[src/rtl/fx2_stream_writer_if.sv]
// fx2_stream_writer_if
//   Groups the sample-source side (enable, src_sel, adc_*) and the FX2
//   slave-FIFO pins (fd_*, fifoadr, slwr_n, pktend_n, fx2_full_n) together
//   with the status outputs (overflow, busy).
//   master : the environment (capture logic + FX2 pins), drives inputs.
//   slave  : the stream writer.
interface fx2_stream_writer_if;
  logic        enable;
  logic        src_sel;
  logic [13:0] adc_i;
  logic [13:0] adc_q;
  logic        adc_valid;
  logic        fx2_full_n;
  logic [15:0] fd_out;
  logic        fd_oe;
  logic [1:0]  fifoadr;
  logic        slwr_n;
  logic        pktend_n;
  logic        overflow;
  logic        busy;

  modport master (
    output enable, src_sel, adc_i, adc_q, adc_valid, fx2_full_n,
    input  fd_out, fd_oe, fifoadr, slwr_n, pktend_n, overflow, busy
  );

  modport slave (
    input  enable, src_sel, adc_i, adc_q, adc_valid, fx2_full_n,
    output fd_out, fd_oe, fifoadr, slwr_n, pktend_n, overflow, busy
  );
endinterface

[src/rtl/fx2_stream_writer.sv]
// fx2_stream_writer
//   Buffers ADC I/Q pairs (or a test counter pattern) in a small FIFO and
//   writes each pair as two tagged 16-bit words into the FX2 slave-FIFO IN
//   endpoint, honouring the registered full flag. Issues PKTEND to commit a
//   short packet when streaming stops.
// Ports:
//   clk  : IFCLK-domain clock
//   rst  : synchronous active-high reset
//   bus  : fx2_stream_writer_if.slave (source inputs, FX2 pins, status)
module fx2_stream_writer #(
  parameter int         DEPTH     = 16,
  parameter int         PKT_WORDS = 256,
  parameter logic [1:0] EP_ADDR   = 2'b10
) (
  input logic               clk,
  input logic               rst,
  fx2_stream_writer_if.slave bus
);
  localparam int AW = $clog2(DEPTH);
  localparam int WW = $clog2(PKT_WORDS);

  typedef enum logic [1:0] {S_IDLE, S_WR_I, S_WR_Q, S_END} state_t;

  state_t          st, nxt;
  logic [27:0]     mem [DEPTH];
  logic [AW-1:0]   wr_ptr, rd_ptr;
  logic [AW:0]     count;
  logic [27:0]     pair;
  logic [14:0]     tcnt;
  logic [WW-1:0]   wcnt;
  logic            full_q, enable_q, ovf;
  logic            push_req, push, pop, empty, full, wr, pkt;
  logic [27:0]     din;

  assign push_req = bus.adc_valid & bus.enable;
  assign empty    = (count == '0);
  assign full     = (count == (AW+1)'(DEPTH));
  // A pop in the same cycle frees a slot, so a push on a full FIFO survives.
  assign push     = push_req & (~full | pop);
  assign din      = bus.src_sel ? {tcnt[13:0], tcnt[13:0]} : {bus.adc_i, bus.adc_q};

  // Pair storage, no reset needed on the array itself.
  always_ff @(posedge clk) begin
    if (push) mem[wr_ptr] <= din;
  end

  always_ff @(posedge clk) begin
    if (rst) begin
      wr_ptr   <= '0;
      rd_ptr   <= '0;
      count    <= '0;
      pair     <= '0;
      tcnt     <= '0;
      wcnt     <= '0;
      full_q   <= 1'b0;
      enable_q <= 1'b0;
      ovf      <= 1'b0;
    end else begin
      full_q   <= bus.fx2_full_n;
      enable_q <= bus.enable;
      if (push) wr_ptr <= wr_ptr + 1'b1;
      if (pop) begin
        rd_ptr <= rd_ptr + 1'b1;
        pair   <= mem[rd_ptr];
      end
      count <= count + (AW+1)'(push) - (AW+1)'(pop);
      // Test counter advances on every attempted push, dropped or not.
      if (push_req && bus.src_sel) tcnt <= tcnt + 1'b1;
      if (pkt)     wcnt <= '0;
      else if (wr) wcnt <= wcnt + 1'b1;
      // Rising enable clears; a drop in the same cycle still wins.
      ovf <= (ovf & ~(bus.enable & ~enable_q)) | (push_req & ~push);
    end
  end

  // FSM: state register
  always_ff @(posedge clk) begin
    if (rst) st <= S_IDLE;
    else     st <= nxt;
  end

  // FSM: next state (pop is issued on the transition that loads a pair)
  always_comb begin
    nxt = st;
    pop = 1'b0;
    case (st)
      S_IDLE: begin
        if (!empty) begin
          pop = 1'b1;
          nxt = S_WR_I;
        end else if (!bus.enable && wcnt != '0) begin
          nxt = S_END;
        end
      end
      S_WR_I: if (full_q) nxt = S_WR_Q;
      S_WR_Q: begin
        // Chain straight into the next pair to keep one word per cycle.
        if (full_q) begin
          if (!empty) begin
            pop = 1'b1;
            nxt = S_WR_I;
          end else begin
            nxt = S_IDLE;
          end
        end
      end
      S_END:  if (full_q) nxt = S_IDLE;
      default: nxt = S_IDLE;
    endcase
  end

  // FSM: outputs
  always_comb begin
    wr          = (st == S_WR_I || st == S_WR_Q) && full_q;
    pkt         = (st == S_END) && full_q;
    bus.slwr_n  = ~wr;
    bus.pktend_n = ~pkt;
    bus.fd_oe   = (st != S_IDLE);
    bus.fifoadr = EP_ADDR;
    bus.busy    = ~empty | (st != S_IDLE);
    bus.overflow = ovf;
    case (st)
      S_WR_I:  bus.fd_out = {1'b0, pair[27], pair[27:14]};
      S_WR_Q:  bus.fd_out = {1'b1, pair[13], pair[13:0]};
      default: bus.fd_out = '0;
    endcase
  end
endmodule
[src/flat_wrapper.sv]
// flat-port wrapper written by rule: the top's interface ports become plain ports
module fx2_stream_writer_flat 
#(
  parameter int         DEPTH     = 16,
  parameter int         PKT_WORDS = 256,
  parameter logic [1:0] EP_ADDR   = 2'b10
)
  (clk, rst, bus_enable, bus_src_sel, bus_adc_i, bus_adc_q, bus_adc_valid, bus_fx2_full_n, bus_fd_out, bus_fd_oe, bus_fifoadr, bus_slwr_n, bus_pktend_n, bus_overflow, bus_busy);
  fx2_stream_writer_if bus_i ();
  input logic clk;
  input logic rst;
  input wire logic [$bits(bus_i.enable)-1:0] bus_enable;
  input wire logic [$bits(bus_i.src_sel)-1:0] bus_src_sel;
  input wire logic [$bits(bus_i.adc_i)-1:0] bus_adc_i;
  input wire logic [$bits(bus_i.adc_q)-1:0] bus_adc_q;
  input wire logic [$bits(bus_i.adc_valid)-1:0] bus_adc_valid;
  input wire logic [$bits(bus_i.fx2_full_n)-1:0] bus_fx2_full_n;
  output wire logic [$bits(bus_i.fd_out)-1:0] bus_fd_out;
  output wire logic [$bits(bus_i.fd_oe)-1:0] bus_fd_oe;
  output wire logic [$bits(bus_i.fifoadr)-1:0] bus_fifoadr;
  output wire logic [$bits(bus_i.slwr_n)-1:0] bus_slwr_n;
  output wire logic [$bits(bus_i.pktend_n)-1:0] bus_pktend_n;
  output wire logic [$bits(bus_i.overflow)-1:0] bus_overflow;
  output wire logic [$bits(bus_i.busy)-1:0] bus_busy;
  assign bus_i.enable = bus_enable;
  assign bus_i.src_sel = bus_src_sel;
  assign bus_i.adc_i = bus_adc_i;
  assign bus_i.adc_q = bus_adc_q;
  assign bus_i.adc_valid = bus_adc_valid;
  assign bus_i.fx2_full_n = bus_fx2_full_n;
  assign bus_fd_out = bus_i.fd_out;
  assign bus_fd_oe = bus_i.fd_oe;
  assign bus_fifoadr = bus_i.fifoadr;
  assign bus_slwr_n = bus_i.slwr_n;
  assign bus_pktend_n = bus_i.pktend_n;
  assign bus_overflow = bus_i.overflow;
  assign bus_busy = bus_i.busy;
  fx2_stream_writer #(.DEPTH(DEPTH), .PKT_WORDS(PKT_WORDS), .EP_ADDR(EP_ADDR)) u_core (.clk(clk), .rst(rst), .bus(bus_i));
endmodule
[config.mk]
export PLATFORM = sky130hd
export DESIGN_NAME = fx2_stream_writer_flat
export DESIGN_NICKNAME = d
export VERILOG_FILES = /design/src/rtl/fx2_stream_writer_if.sv /design/src/rtl/fx2_stream_writer.sv /design/src/flat_wrapper.sv
export SDC_FILE = /design/constraint.sdc
export NUM_CORES = 1
export LEC_CHECK = 0
export CAP_MARGIN = 0
export CORE_MARGIN = 8
export CORE_UTILIZATION = 40
export DETAILED_ROUTE_END_ITERATION = 12
export GPL_TIMING_DRIVEN = 0
export SKIP_CTS_REPAIR_TIMING = 1
export SYNTH_ARGS = -nofsm -noshare
export SYNTH_HDL_FRONTEND = slang
export SYNTH_SLANG_ARGS = --single-unit
export TNS_END_PERCENT = 30
[constraint.sdc]
create_clock -name clk -period 6 [get_ports clk]
set_input_delay 1.2 -clock clk [delete_from_list [all_inputs] [get_ports clk]]
set_output_delay 1.2 -clock clk [all_outputs]
set_load 0.1 [all_outputs]
# Word-level counts from Yosys, hierarchy flattened

Memory sizes are Yosys's and may differ from the RTL's. A register that Yosys moved wholly into a read port is not among the register bits.
Index checks and enable logic that the tools add are counted.

Logic and storage cells: 65
Input port bits: 34
Memories kept: 1
Register bits: 41
Memory bits (writable): 448
Output and inout port bits: 23

$add $sub $neg: 6
Bitwise logic cells: 15
Muxes and demuxes: 14
Reductions and logical operators: 12
Eq/ne operators: 8

Memory list:

| memory     | words | bits a word | read ports | clocked after memory_dff | wr ports | RTL line                | text |
|---|---|---|---|---|---|---|---|
| u_core.mem | 16    | 28          | 1          | 1                        | 1        | fx2_stream_writer.sv:25 | `logic [27:0] mem [DEPTH];` |

Operator list:

| cell                                                                   | number |
|---|---|
| 16-bit one-hot mux with 2 select lines                                 | 1 |
| 28-bit 2-to-1 mux                                                      | 1 |
| 15-bit by 1-bit adder with 15-bit output (second input constant)       | 1 |
| 2-bit 2-to-1 mux                                                       | 5 |
| 4-bit by 1-bit adder with 4-bit output (second input constant)         | 2 |
| 8-bit by 1-bit adder with 8-bit output (second input constant)         | 1 |
| 2-bit one-hot mux with 4 select lines                                  | 1 |
| 8-bit nonzero test                                                     | 1 |
| 1-bit NOT                                                              | 7 |
| 2-bit by 1-bit != test with 1-bit output (second input constant)       | 3 |
| 5-bit by 1-bit adder with 5-bit output                                 | 1 |
| 1-bit bitwise AND                                                      | 5 |
| 5-bit equality test (second input constant)                            | 1 |
| 5-bit logical NOT                                                      | 1 |
| 1-bit 2-to-1 mux                                                       | 5 |
| 5-bit by 1-bit subtractor with 5-bit output                            | 1 |
| 2-bit equality test (second input constant)                            | 2 |
| 1-bit logical AND                                                      | 4 |
| 4-bit AND reduction                                                    | 1 |
| 3-bit != test (second input constant)                                  | 1 |
| 1-bit bitwise OR                                                       | 3 |
| 2-bit by 1-bit equality test with 1-bit output (second input constant) | 1 |
| 2-bit logical NOT                                                      | 1 |
| 1-bit one-hot mux with 2 select lines                                  | 1 |
| other kinds (4)                                                        | 4 |

# Depth between registers and ports, before layout

Depth in word-level cells: 9
Mapped depth: 14
Gate-level depth less buffers: 13

# Worst setup path before layout

Ideal clock, no wire load.

Path kind: input to register
Start point: input bus_adc_valid
End point: memory u_core.mem[0][0], enable pin
Setup time: 448 ps
Data required time: 5552 ps
Arrival: 3861 ps
Cell stages on the path: 5
Slack: 1691 ps
Buffers on the path: 1
Cells stage by stage: and2_1 o21a_1 clkbuf_1 nand2_1 nor3_1

Longest elaborated chain between the ends: 4

Ends and longest elaborated chain:

| item                                   | RTL line                | text |
|---|---|---|
| start: declaration                     | flat_wrapper.sv:16      | `input wire logic [$bits(bus_i.adc_valid)-1:0] bus_adc_valid;` |
| 1-bit bitwise AND                      | fx2_stream_writer.sv:35 | `assign push_req = bus.adc_valid & bus.enable;` |
| 1-bit bitwise AND                      | fx2_stream_writer.sv:39 | `assign push = push_req & (~full \| pop);` |
| named net u_core.push                  | fx2_stream_writer.sv:32 | `logic push_req, push, pop, empty, full, wr, pkt;` |
| 1-bit 2-to-1 mux                       | fx2_stream_writer.sv:44 | `if (push) mem[wr_ptr] <= din;` |
| 1-bit 2-to-1 mux (implied by the code) | fx2_stream_writer.sv:44 |  |
| end: declaration                       | fx2_stream_writer.sv:25 |  |

The timed path passes the listed nets, and every way through them passes these cells.

# Worst setup path in the final report

Start point: register u_core.st[1]
End point: output bus_fd_out[1]

Longest elaborated chain between the ends: 2
Elaborated cells between the ends (all ways): 3
Those cells by class: 2 x eq/ne; 1 x mux

Ends and longest elaborated chain:

| item                                                                                         | RTL line                 | text |
|---|---|---|
| start: declaration                                                                           | fx2_stream_writer.sv:24  | `state_t st, nxt;` |
| start signal: assignment                                                                     | fx2_stream_writer.sv:79  | `else st <= nxt;` |
| 2-bit equality test / 2-bit by 1-bit equality test with 1-bit output (equally long branches) | fx2_stream_writer.sv:122 | `case (st)` |
| 16-bit one-hot mux with 2 select lines (*)                                                   | fx2_stream_writer.sv:122 |  |
| end: declaration                                                                             | flat_wrapper.sv:18       | `output wire logic [$bits(bus_i.fd_out)-1:0] bus_fd_out;` |

Every way passes the cells marked *; elsewhere a longest branch is shown, timed or not.

==> impl_metrics.env <==
export IMPL_status="completed"
export IMPL_post_drt_via_cell_ratio=5.44
export IMPL_tightest_slew_ns=1.39
export IMPL_synthDistinctLibCells=49
export IMPL_die_area_um2=58900
export IMPL_dieWidth_um=243
export IMPL_endpoint_kind="output pin"
export IMPL_cts_sinks=516
export IMPL_cts_htree_levels=2
export IMPL_syn_area_um2=20500
export IMPL_route_detailed_drc=0
export IMPL_postRouteAntennaNets=0
export IMPL_cp_max_fo=10
export IMPL_io_pins=57
export IMPL_syn_to_final_growth_pct=18.9
export IMPL_ys_warn_count=0
export IMPL_grt_pass1_vias=11144
export IMPL_dr_total_vias=10863
export IMPL_arrival_ns=3.53
export IMPL_floorplan_initialDensity_pct=40.2
export IMPL_hold_viol=0
export IMPL_whs_ns=0.491
export IMPL_hold_class="reg -> reg"
export IMPL_power_density_nw_per_um2=402
export IMPL_clk_latency_ns=0.61
export IMPL_cts_tree="yes"
export IMPL_syn_avg_cell_area_um2=18.3
export IMPL_async_flop_share_pct=0
export IMPL_p_total_mw=9.83
export IMPL_clk_pin_slew_ns=0.06
export IMPL_seq_area_frac_synth_pct=72.1
export IMPL_rsz0062_at_grt="no"
export IMPL_start_kind="register"
export IMPL_drt_first_pass_iters=5
export IMPL_synth_enable_flop_cells=448
export IMPL_r2r_start="u_core.st[0]"
export IMPL_grt_antenna_before_repair=1
export IMPL_final_area_um2=24400
export IMPL_place_congestion=0.753
export IMPL_ys_flop_type="edfxtp_1"
export IMPL_required_ns=4.80
export IMPL_wirelength_um=50800
export IMPL_synth_fp_nets=1176
export IMPL_maxCapViolCount=0
export IMPL_grt_max_degree=23
export IMPL_holdPathStages=2
export IMPL_tns_ns=0
export IMPL_cp_top_family="buffers and inverters"
export IMPL_hold_start="u_core.wcnt[6]"
export IMPL_clk_path_buf_depth=3
export IMPL_worstReg2RegEnd="u_core.mem[0][25]"
export IMPL_coreArea_um2=51100
export IMPL_setup_viol=0
export IMPL_slew_viol_final=0
export IMPL_r2r_cells=11
export IMPL_slowest_delay_ns=1.15
export IMPL_fillers=4308
export IMPL_dpl_instance_area_um2=22600
export IMPL_die_y_um=243
export IMPL_criticalPathCategory="reg -> out"
export IMPL_hpwl_um=34600
export IMPL_ys_ff_latch=516
export IMPL_maxSlewHeadroom_pct=6.73
export IMPL_crit_path_cell_trace="inv_1 -> ha_1 -> clkbuf_1 -> clkbuf_1 -> nor2b_1 -> clkdlybuf4s50_1"
export IMPL_crit_buf_inv=4
export IMPL_port_buffers=52
export IMPL_crit_top_cell="clkbuf_1"
export IMPL_antenna_cells=0
export IMPL_min_period_ns=4.73
export IMPL_final_nets=1327
export IMPL_num_rows=83
export IMPL_grt_remaining_overflow=0
export IMPL_vdd_drop_max_uv=186
export IMPL_slowest_stage="clkdlybuf4s50_1"
export IMPL_p_leak_nw=7.86
export IMPL_cts_root_buf="clkbuf_16"
export IMPL_regToRegSetupSlack_ns=2.55
export IMPL_grt_pass1_wl_um=74300
export IMPL_post_route_period_util_pct=78.9
export IMPL_synthCells=1121
export IMPL_drtIter0Drc=978
export IMPL_gr_usage_all_layers_pct=17.0
export IMPL_hold_end="u_core.wcnt[6]"
export IMPL_wl_per_cell_um=25.4
export IMPL_drive_gt1_share_pct=23.4
export IMPL_fmax_ghz=0.211
export IMPL_fin_skew_ns=0.0196
export IMPL_cts_buffers=53
state kept, by name (all words and copies together) (netlist names):
signal               count
u_core.wcnt              8
u_core.pair             28
u_core.enable_q          1
u_core.count             5
u_core.bus.overflow      1
u_core.rd_ptr            4
u_core.st                2
u_core.tcnt             14
u_core.wr_ptr            4
u_core.mem             448
u_core.full_q            1
cell usage in the layout (no fill, tap or decap), types with 27 or more instances in the layout:
cell	netlist	layout
a221o_1	28	28
clkbuf_1	33	42
clkbuf_16	0	56
clkdlybuf4s50_1	0	52
dfxtp_1	68	68
edfxtp_1	448	448
inv_1	52	52
mux2_2	28	28
mux2i_1	30	30
mux4_2	112	112
nand2_1	32	32
nor2_1	39	27
nor2b_1	46	46
per-layer routing:
metal	global-route usage, %	part of all wire (%)
met5	0	0
met4	4.58	2.1
met3	3.34	6.6
met2	27.5	48
met1	23.5	43
through the flow:
step / util (%) / setup WS (ns) / instances
after floorplan: - / 1.69 / 1121
after global placement: 42.9 / -1.97 / 1853
after detailed placement: 44.2 / 1.42 / 1895
after CTS: 47.8 / 1.21 / 1994
after global routing: 47.8 / 1.04 / 1996
final: 47.8 / 1.27 / 1996
cells in the mapped netlist, types with 2 or more instances:
cell | instances | area, um^2
nor2_1 | 39 | 146
or3_1 | 6 | 37.5
xnor2_1 | 10 | 87.6
dfxtp_1 | 68 | 1360
mux2_2 | 28 | 315
and3_1 | 2 | 12.5
edfxtp_1 | 448 | 13500
a221o_1 | 28 | 280
mux2i_1 | 30 | 300
nand3_1 | 15 | 75.1
o21ai_0 | 37 | 185
nor2b_1 | 46 | 288
buf_2 | 9 | 45.0
xor2_1 | 9 | 78.8
a21o_1 | 3 | 22.5
a211oi_1 | 2 | 15.0
buf_4 | 8 | 60.1
a22oi_1 | 14 | 105
nand2_1 | 32 | 120
and4_1 | 2 | 17.5
nand4_1 | 4 | 25.0
buf_1 | 9 | 33.8
nor3_1 | 10 | 50.1
nor4_1 | 2 | 12.5
buf_6 | 2 | 22.5
o221ai_1 | 2 | 17.5
ha_1 | 20 | 250
nand2b_1 | 3 | 18.8
conb_1 | 2 | 7.51
a21oi_1 | 17 | 85.1
and2_1 | 2 | 12.5
inv_1 | 52 | 195
mux4_2 | 112 | 2520
clkbuf_1 | 33 | 124
cells by family after synthesis:
logic type	Yosys count	share of synthesized area (%)
flip-flops	516	72.1
multiplexers	170	15.3
adder cells (fa/ha/maj)	21	1.32
other	2	0.0366
AND/OR/NAND/NOR	171	4.43
XOR/XNOR	19	0.810
buffers and inverters	113	2.34
AO/OA/AOI/OAI	109	3.70
where the power goes:
part           switching [mW]  leakage (nW)  internal [mW]
Combinational            1.22          2.29          0.970
Sequential              0.150          4.66           4.05
Clock                    1.39         0.912           2.04
cell type report:
| class | count | area (um^2) | area share, % |
|---|---|---|---|
| Sequential cell | 516 | 14800 | 60.6 |
| Multi-Input combinational cell | 492 | 5360 | 21.9 |
| Clock buffer | 71 | 1520 | 6.21 |
| Timing Repair Buffer | 96 | 1080 | 4.44 |
| Tap cell | 680 | 851 | 3.48 |
| Clock inverter | 28 | 323 | 1.32 |
| Buffer | 61 | 285 | 1.17 |
| Inverter | 52 | 195 | 0.799 |
how the worst max path moves through the flow:
stage | endpoint | slack, ns | from | depth (start not counted)
floorplan | u_core.mem[0][0] | 1.69 | bus_adc_valid | 5
CTS | bus_fd_out[1] | 1.21 | u_core.st[1] | 6
finish | bus_fd_out[1] | 1.27 | u_core.st[1] | 6
detailed placement | u_core.mem[0][26] | 1.42 | bus_enable | 9
global placement | u_core.mem[1][26] | -1.97 | bus_enable | 6
global route | bus_fd_out[1] | 1.04 | u_core.st[1] | 6
worst min-delay path, delay by kind of cell (launching register included):
kind,cells,cell delay [ns]
flops,1,0.32
compound gates,2,0.13
(Power assumes the default switching activity.)
